## src/rtl/btn_input_pkg.sv

```systemverilog
// Shared types and width helpers for the button input array.
// Repeat FSM encoding plus counter sizing used by every channel.
package btn_input_pkg;

    typedef enum logic [1:0] {
        RPT_IDLE   = 2'd0,
        RPT_DELAY  = 2'd1,
        RPT_REPEAT = 2'd2
    } rpt_state_e;

    // Bits needed to hold the values 0..max_val, never less than one.
    function automatic int cnt_width(input int max_val);
        return (max_val < 1) ? 1 : $clog2(max_val + 1);
    endfunction

    function automatic int max_int(input int a, input int b);
        return (a > b) ? a : b;
    endfunction

endpackage

```

## src/rtl/btn_channel.sv

```systemverilog
// One button channel: pad synchroniser, debounce counter, press/release
// pulses and an optional hold-to-repeat FSM.
module btn_channel
    import btn_input_pkg::*;
#(
    parameter int SYNC_STAGES     = 2,
    parameter int DEBOUNCE_CYCLES = 250000,
    parameter int ACTIVE_LOW      = 0,
    parameter int REPEAT_DELAY    = 0,
    parameter int REPEAT_PERIOD   = 1
) (
    input  logic clk,
    input  logic rst_n,
    input  logic i_btn,
    output logic o_state,
    output logic o_press,
    output logic o_release,
    output logic o_repeat,
    output logic o_press_nxt
);

    localparam int   CNT_W  = cnt_width(DEBOUNCE_CYCLES);
    localparam int   RCNT_W = cnt_width(max_int(REPEAT_DELAY, REPEAT_PERIOD));
    localparam logic POL    = (ACTIVE_LOW != 0);
    localparam logic RPT_EN = (REPEAT_DELAY > 0);

    logic [SYNC_STAGES-1:0] sync_q, sync_d;
    logic [CNT_W-1:0]       cnt_q, cnt_d;
    logic                   state_q, state_d;
    logic                   press_q, press_d;
    logic                   release_q, release_d;
    logic                   repeat_q, repeat_d;
    logic [RCNT_W-1:0]      rcnt_q, rcnt_d;
    rpt_state_e             rpt_q, rpt_d;
    logic                   sync_out;

    assign sync_out = sync_q[SYNC_STAGES-1];

    always_comb begin
        sync_d = {sync_q[SYNC_STAGES-2:0], i_btn ^ POL};

        // A new level is accepted only after DEBOUNCE_CYCLES disagreeing
        // samples in a row; any agreeing sample restarts the count.
        cnt_d   = cnt_q;
        state_d = state_q;
        if (sync_out == state_q) begin
            cnt_d = '0;
        end else if (cnt_q == CNT_W'(DEBOUNCE_CYCLES - 1)) begin
            state_d = ~state_q;
            cnt_d   = '0;
        end else begin
            cnt_d = cnt_q + 1'b1;
        end

        press_d   = state_d & ~state_q;
        release_d = ~state_d & state_q;
    end

    // Repeat is keyed off the next debounced level so the release cycle
    // never carries a repeat pulse.
    always_comb begin
        rpt_d    = rpt_q;
        rcnt_d   = rcnt_q;
        repeat_d = 1'b0;
        if (!RPT_EN || !state_d) begin
            rpt_d  = RPT_IDLE;
            rcnt_d = '0;
        end else begin
            case (rpt_q)
                RPT_IDLE: begin
                    if (press_d) begin
                        rpt_d  = RPT_DELAY;
                        rcnt_d = RCNT_W'(1);
                    end
                end
                RPT_DELAY: begin
                    if (rcnt_q == RCNT_W'(REPEAT_DELAY)) begin
                        repeat_d = 1'b1;
                        rcnt_d   = RCNT_W'(1);
                        rpt_d    = RPT_REPEAT;
                    end else begin
                        rcnt_d = rcnt_q + 1'b1;
                    end
                end
                RPT_REPEAT: begin
                    if (rcnt_q == RCNT_W'(REPEAT_PERIOD)) begin
                        repeat_d = 1'b1;
                        rcnt_d   = RCNT_W'(1);
                    end else begin
                        rcnt_d = rcnt_q + 1'b1;
                    end
                end
                default: begin
                    rpt_d  = RPT_IDLE;
                    rcnt_d = '0;
                end
            endcase
        end
    end

    always_ff @(posedge clk or negedge rst_n) begin
        if (!rst_n) begin
            sync_q    <= '0;
            cnt_q     <= '0;
            state_q   <= 1'b0;
            press_q   <= 1'b0;
            release_q <= 1'b0;
            repeat_q  <= 1'b0;
            rcnt_q    <= '0;
            rpt_q     <= RPT_IDLE;
        end else begin
            sync_q    <= sync_d;
            cnt_q     <= cnt_d;
            state_q   <= state_d;
            press_q   <= press_d;
            release_q <= release_d;
            repeat_q  <= repeat_d;
            rcnt_q    <= rcnt_d;
            rpt_q     <= rpt_d;
        end
    end

    assign o_state     = state_q;
    assign o_press     = press_q;
    assign o_release   = release_q;
    assign o_repeat    = repeat_q;
    assign o_press_nxt = press_d;

endmodule

```

## src/rtl/button_input_array.sv

```systemverilog
// N_BTN independent debounced button channels with a shared any-press pulse
// registered in the same cycle as the per-channel press pulses.
module button_input_array
    import btn_input_pkg::*;
#(
    parameter int N_BTN           = 2,
    parameter int SYNC_STAGES     = 2,
    parameter int DEBOUNCE_CYCLES = 250000,
    parameter int ACTIVE_LOW      = 0,
    parameter int REPEAT_DELAY    = 0,
    parameter int REPEAT_PERIOD   = 1
) (
    input  logic             clk,
    input  logic             rst_n,
    input  logic [N_BTN-1:0] i_btn,
    output logic [N_BTN-1:0] o_state,
    output logic [N_BTN-1:0] o_press,
    output logic [N_BTN-1:0] o_release,
    output logic [N_BTN-1:0] o_repeat,
    output logic             o_any_press
);

    logic [N_BTN-1:0] press_nxt;
    logic             any_press_q, any_press_d;

    for (genvar k = 0; k < N_BTN; k++) begin : g_ch
        btn_channel #(
            .SYNC_STAGES    (SYNC_STAGES),
            .DEBOUNCE_CYCLES(DEBOUNCE_CYCLES),
            .ACTIVE_LOW     (ACTIVE_LOW),
            .REPEAT_DELAY   (REPEAT_DELAY),
            .REPEAT_PERIOD  (REPEAT_PERIOD)
        ) u_ch (
            .clk        (clk),
            .rst_n      (rst_n),
            .i_btn      (i_btn[k]),
            .o_state    (o_state[k]),
            .o_press    (o_press[k]),
            .o_release  (o_release[k]),
            .o_repeat   (o_repeat[k]),
            .o_press_nxt(press_nxt[k])
        );
    end

    always_comb begin
        any_press_d = |press_nxt;
    end

    always_ff @(posedge clk or negedge rst_n) begin
        if (!rst_n) begin
            any_press_q <= 1'b0;
        end else begin
            any_press_q <= any_press_d;
        end
    end

    assign o_any_press = any_press_q;

endmodule

```

## config.mk

```make
export PLATFORM = sky130hd
export DESIGN_NAME = button_input_array
export DESIGN_NICKNAME = d
export VERILOG_FILES = /design/src/rtl/btn_input_pkg.sv /design/src/rtl/btn_channel.sv /design/src/rtl/button_input_array.sv
export SDC_FILE = /design/constraint.sdc
export NUM_CORES = 1
export LEC_CHECK = 0
export CORE_UTILIZATION = 35
export CTS_BUF_LIST = sky130_fd_sc_hd__clkbuf_4 sky130_fd_sc_hd__clkbuf_8
export DETAILED_ROUTE_END_ITERATION = 7
export HOLD_SLACK_MARGIN = 0.06
export PLACE_DENSITY = 0.5
export SLEW_MARGIN = 20
export SYNTH_ARGS = -nofsm -noshare
export SYNTH_HDL_FRONTEND = slang
export SYNTH_HIERARCHICAL = 1
export SYNTH_SLANG_ARGS = --single-unit
```

## constraint.sdc

```tcl
create_clock -name clk -period 2.55 [get_ports clk]
set_clock_uncertainty 0.05 [all_clocks]
set_input_delay 0.3825 -clock clk [delete_from_list [all_inputs] [get_ports clk]]
set_output_delay 0.3825 -clock clk [all_outputs]
set_load 0.02 [all_outputs]
```

==> results.sh <==
export IMPL_drive_above_1_share_pct=11.0
export IMPL_gp_congestion=0.773
export IMPL_ir_drop_mv=0.256
export IMPL_grt_util_met1_pct=21.6
export IMPL_yosysTopAreaCellShare_pct=53.3
export IMPL_synth_fp_nets=216
export IMPL_wl_um=4070
export IMPL_ctsResizeCount=0
export IMPL_busiest_layer="met1"
export IMPL_final_area_um2=2500
export IMPL_dpl_hpwl_um=2890
export IMPL_ys_flop_type="dfrtp_1"
export IMPL_synth_area_um2=2210
export IMPL_finalCritPeriodShare_pct=83.5
export IMPL_ys_seq_elements=47
export IMPL_port_buffers=10
export IMPL_grt_pass1_wl_um=7200
export IMPL_clk_path_buf_depth=2
export IMPL_grt_pass1_vias=1505
export IMPL_synth_largest_area_cell="dfrtp_1"
export IMPL_setup_tns_ns=0
export IMPL_h_tree_depth=2
export IMPL_crit_arrival_ns=2.32
export IMPL_cts_num_sinks=47
export IMPL_antenna_found_initial=0
export IMPL_cts_buffers=5
export IMPL_yosysWarningCount=6
export IMPL_finalSetupViolCount=0
export IMPL_cts_tree="done"
export IMPL_cts_setup_buffers=0
export IMPL_fin_util_pct=41.7
export IMPL_synthDistinctLibCells=30
export IMPL_area_growth_pct=13.1
export IMPL_postPlaceCellArea_um2=2410
export IMPL_die_w_um=81.4
export IMPL_viasPerCell=5.23
export IMPL_worst_setup_path_type="flip-flop to flip-flop"
export IMPL_grt_max_degree=30
export IMPL_synthMostInstantiatedCell="dfrtp_1"
export IMPL_syn_inst=210
export IMPL_r2r_end="o_any_press$_DFF_PN0_"
export IMPL_avgSynthCellArea_um2=10.5
export IMPL_path_clk_slew_ns=0.09
export IMPL_grtUsageMet2_pct=19.7
export IMPL_firstDrtPassIters=4
export IMPL_cap_violations=0
export IMPL_ctsHoldBuffers=0
export IMPL_boundaryPins=13
export IMPL_status="complete, no violations"
export IMPL_crit_fanout=6
export IMPL_nFillCells=569
export IMPL_initial_core_util_pct=36.9
export IMPL_track_usage_pct=14.3
export IMPL_vias=1584
export IMPL_timing_fmax_ghz=0.470
export IMPL_reg2reg_depth=5
export IMPL_yosysSeqAreaShare_pct=53.3
export IMPL_critPathLaunchType="flip-flop"
export IMPL_nets=233
export IMPL_first_iter_violations=113
export IMPL_slew_viol_final=0
export IMPL_required_ns=2.74
export IMPL_drc=0
export IMPL_synth_edff_count=0
export IMPL_rows=28
export IMPL_ant_nets=0
export IMPL_root_buffer="clkbuf_8"
export IMPL_hp_class="input port to async pin"
export IMPL_overflow=0
export IMPL_p_per_area_nw_per_um2=512
export IMPL_die_h_um=81.4
export IMPL_final_hold_viol_count=0
export IMPL_p_leak_nw=0.978
export IMPL_dp_cells=295
export IMPL_synthArstFlopShare_pct=100
export IMPL_met3_usage_pct=2.67
export IMPL_r2r_start="g_ch[0].u_ch/cnt_q[8]$_DFF_PN0_"
export IMPL_regToRegSetupSlack_ns=0.42
export IMPL_worst_pin_slew_ns=0.668
export IMPL_worstSkewPairLatency_ns=0.29
export IMPL_wire_per_inst_um=13.4
export IMPL_die_area_um2=6630
export IMPL_synth_commonest_cells="dfrtp_1, nor2_1, xor2_1"
export IMPL_synth_area_leaders="dfrtp_1, xor2_1, nor2_1"
export IMPL_slew_headroom_pct=55.4
export IMPL_rsz0062_at_grt="no"
export IMPL_end_kind="flip-flop"
export IMPL_final_cell_count_no_fill=303
export IMPL_period_minus_slack_ns=2.13
export IMPL_coreArea_um2=5990
export IMPL_antenna_cells=0
==> metrics by stage <==
step                      setup WS, ns  total power [mW]  hold slack (ns)
after floorplan                  0.617             0.805           0.0369
after global placement           0.427             0.836            0.285
after detailed placement         0.460             0.836            0.286
after CTS                        0.421              1.31           0.0803
after global routing             0.278              1.34           0.0921
final                            0.421              1.28           0.0551
==> logic make-up (layout without fill, tap and decap cells) <==
kind of cell / count (synthesis) / after routing / synth area share, %
compound gates: 18 / 18 / 5.33
xor+xnor: 26 / 26 / 10.3
fa+ha+maj: 2 / 2 / 1.13
buf+inv: 8 / 26 / 1.93
flops: 47 / 47 / 53.3
mux: 2 / 2 / 1.02
other cells: 2 / 2 / 0.340
simple gates: 105 / 105 / 26.7
==> how the worst max path moves through the flow <==
stage	startpoint	endpoint	slack, ns
floorplan	g_ch[0].u_ch/cnt_q[11]$_DFF_PN0_	g_ch[0].u_ch/cnt_q[10]$_DFF_PN0_	0.62
global placement	g_ch[0].u_ch/cnt_q[8]$_DFF_PN0_	o_any_press$_DFF_PN0_	0.43
detailed placement	g_ch[0].u_ch/cnt_q[11]$_DFF_PN0_	o_any_press$_DFF_PN0_	0.46
CTS	g_ch[0].u_ch/cnt_q[10]$_DFF_PN0_	o_any_press$_DFF_PN0_	0.42
global route	g_ch[0].u_ch/cnt_q[8]$_DFF_PN0_	o_any_press$_DFF_PN0_	0.28
finish	g_ch[0].u_ch/cnt_q[8]$_DFF_PN0_	o_any_press$_DFF_PN0_	0.42
==> critical path: stages (launching register included) <==
cell and delay (ns):
dfrtp_1 0.46, nor4_1 0.31, nand3_1 0.16, or4_1 0.64, nor3b_1 0.31, or2_1 0.14
==> registers in the layout (all words and copies together), names as in the netlist <==
register	count
o_any_press	1
g_ch.u_ch/sync_q	4
g_ch.u_ch/cnt_q	36
g_ch.u_ch/o_press	2
g_ch.u_ch/o_release	2
g_ch.u_ch/o_state	2
==> final cells by class <==
cell class              instances  area [um^2]  share of cell area (%)
clock buffers                   5         68.8                    2.75
multi-input cells             155          990                    39.6
clock inverters                 3         22.5                   0.901
inverters                       2         7.51                   0.300
flip-flops and latches         47         1180                    47.1
well taps                      75         93.8                    3.76
repair buffers                 16          140                    5.61
==> routing by layer <==
layer  vias to the layer above  routed length (um)
met5                         -                   0
met4                         0                  27
met3                         2                 115
met2                        22                1770
met1                       771                2150
li1                        789                   -
==> layout by cell type (no fill, tap or decap) <==
cell / instances
mux2_2: 2
or4b_1: 2
buf_4: 6
nor3_1: 4
xnor2_1: 12
o31ai_1: 2
xor2_1: 14
and4_1: 2
nand3_1: 12
nand2_2: 2
o41ai_2: 2
o21ai_0: 6
or3_1: 4
a21oi_1: 8
nand3_2: 2
ha_1: 2
nor4_1: 6
dfrtp_1: 47
and3_1: 2
conb_1: 2
nand4_1: 12
or2_1: 1
or4_2: 2
buf_2: 1
or4_1: 10
clkbuf_8: 5
nand2_1: 10
clkinv_2: 1
inv_6: 2
clkdlybuf4s50_1: 9
inv_1: 2
nor3b_1: 4
nand4b_1: 2
nor2_1: 28
==> power breakdown <==
group | switching, mW | internal [mW] | leakage [nW] | total (mW)
clock network | 0.262 | 0.199 | 0.0489 | 0.461
registers | 0.0112 | 0.755 | 0.643 | 0.767
logic | 0.0331 | 0.0188 | 0.287 | 0.0519
total | 0.307 | 0.973 | 0.978 | 1.28
(Power assumes the default switching activity.)
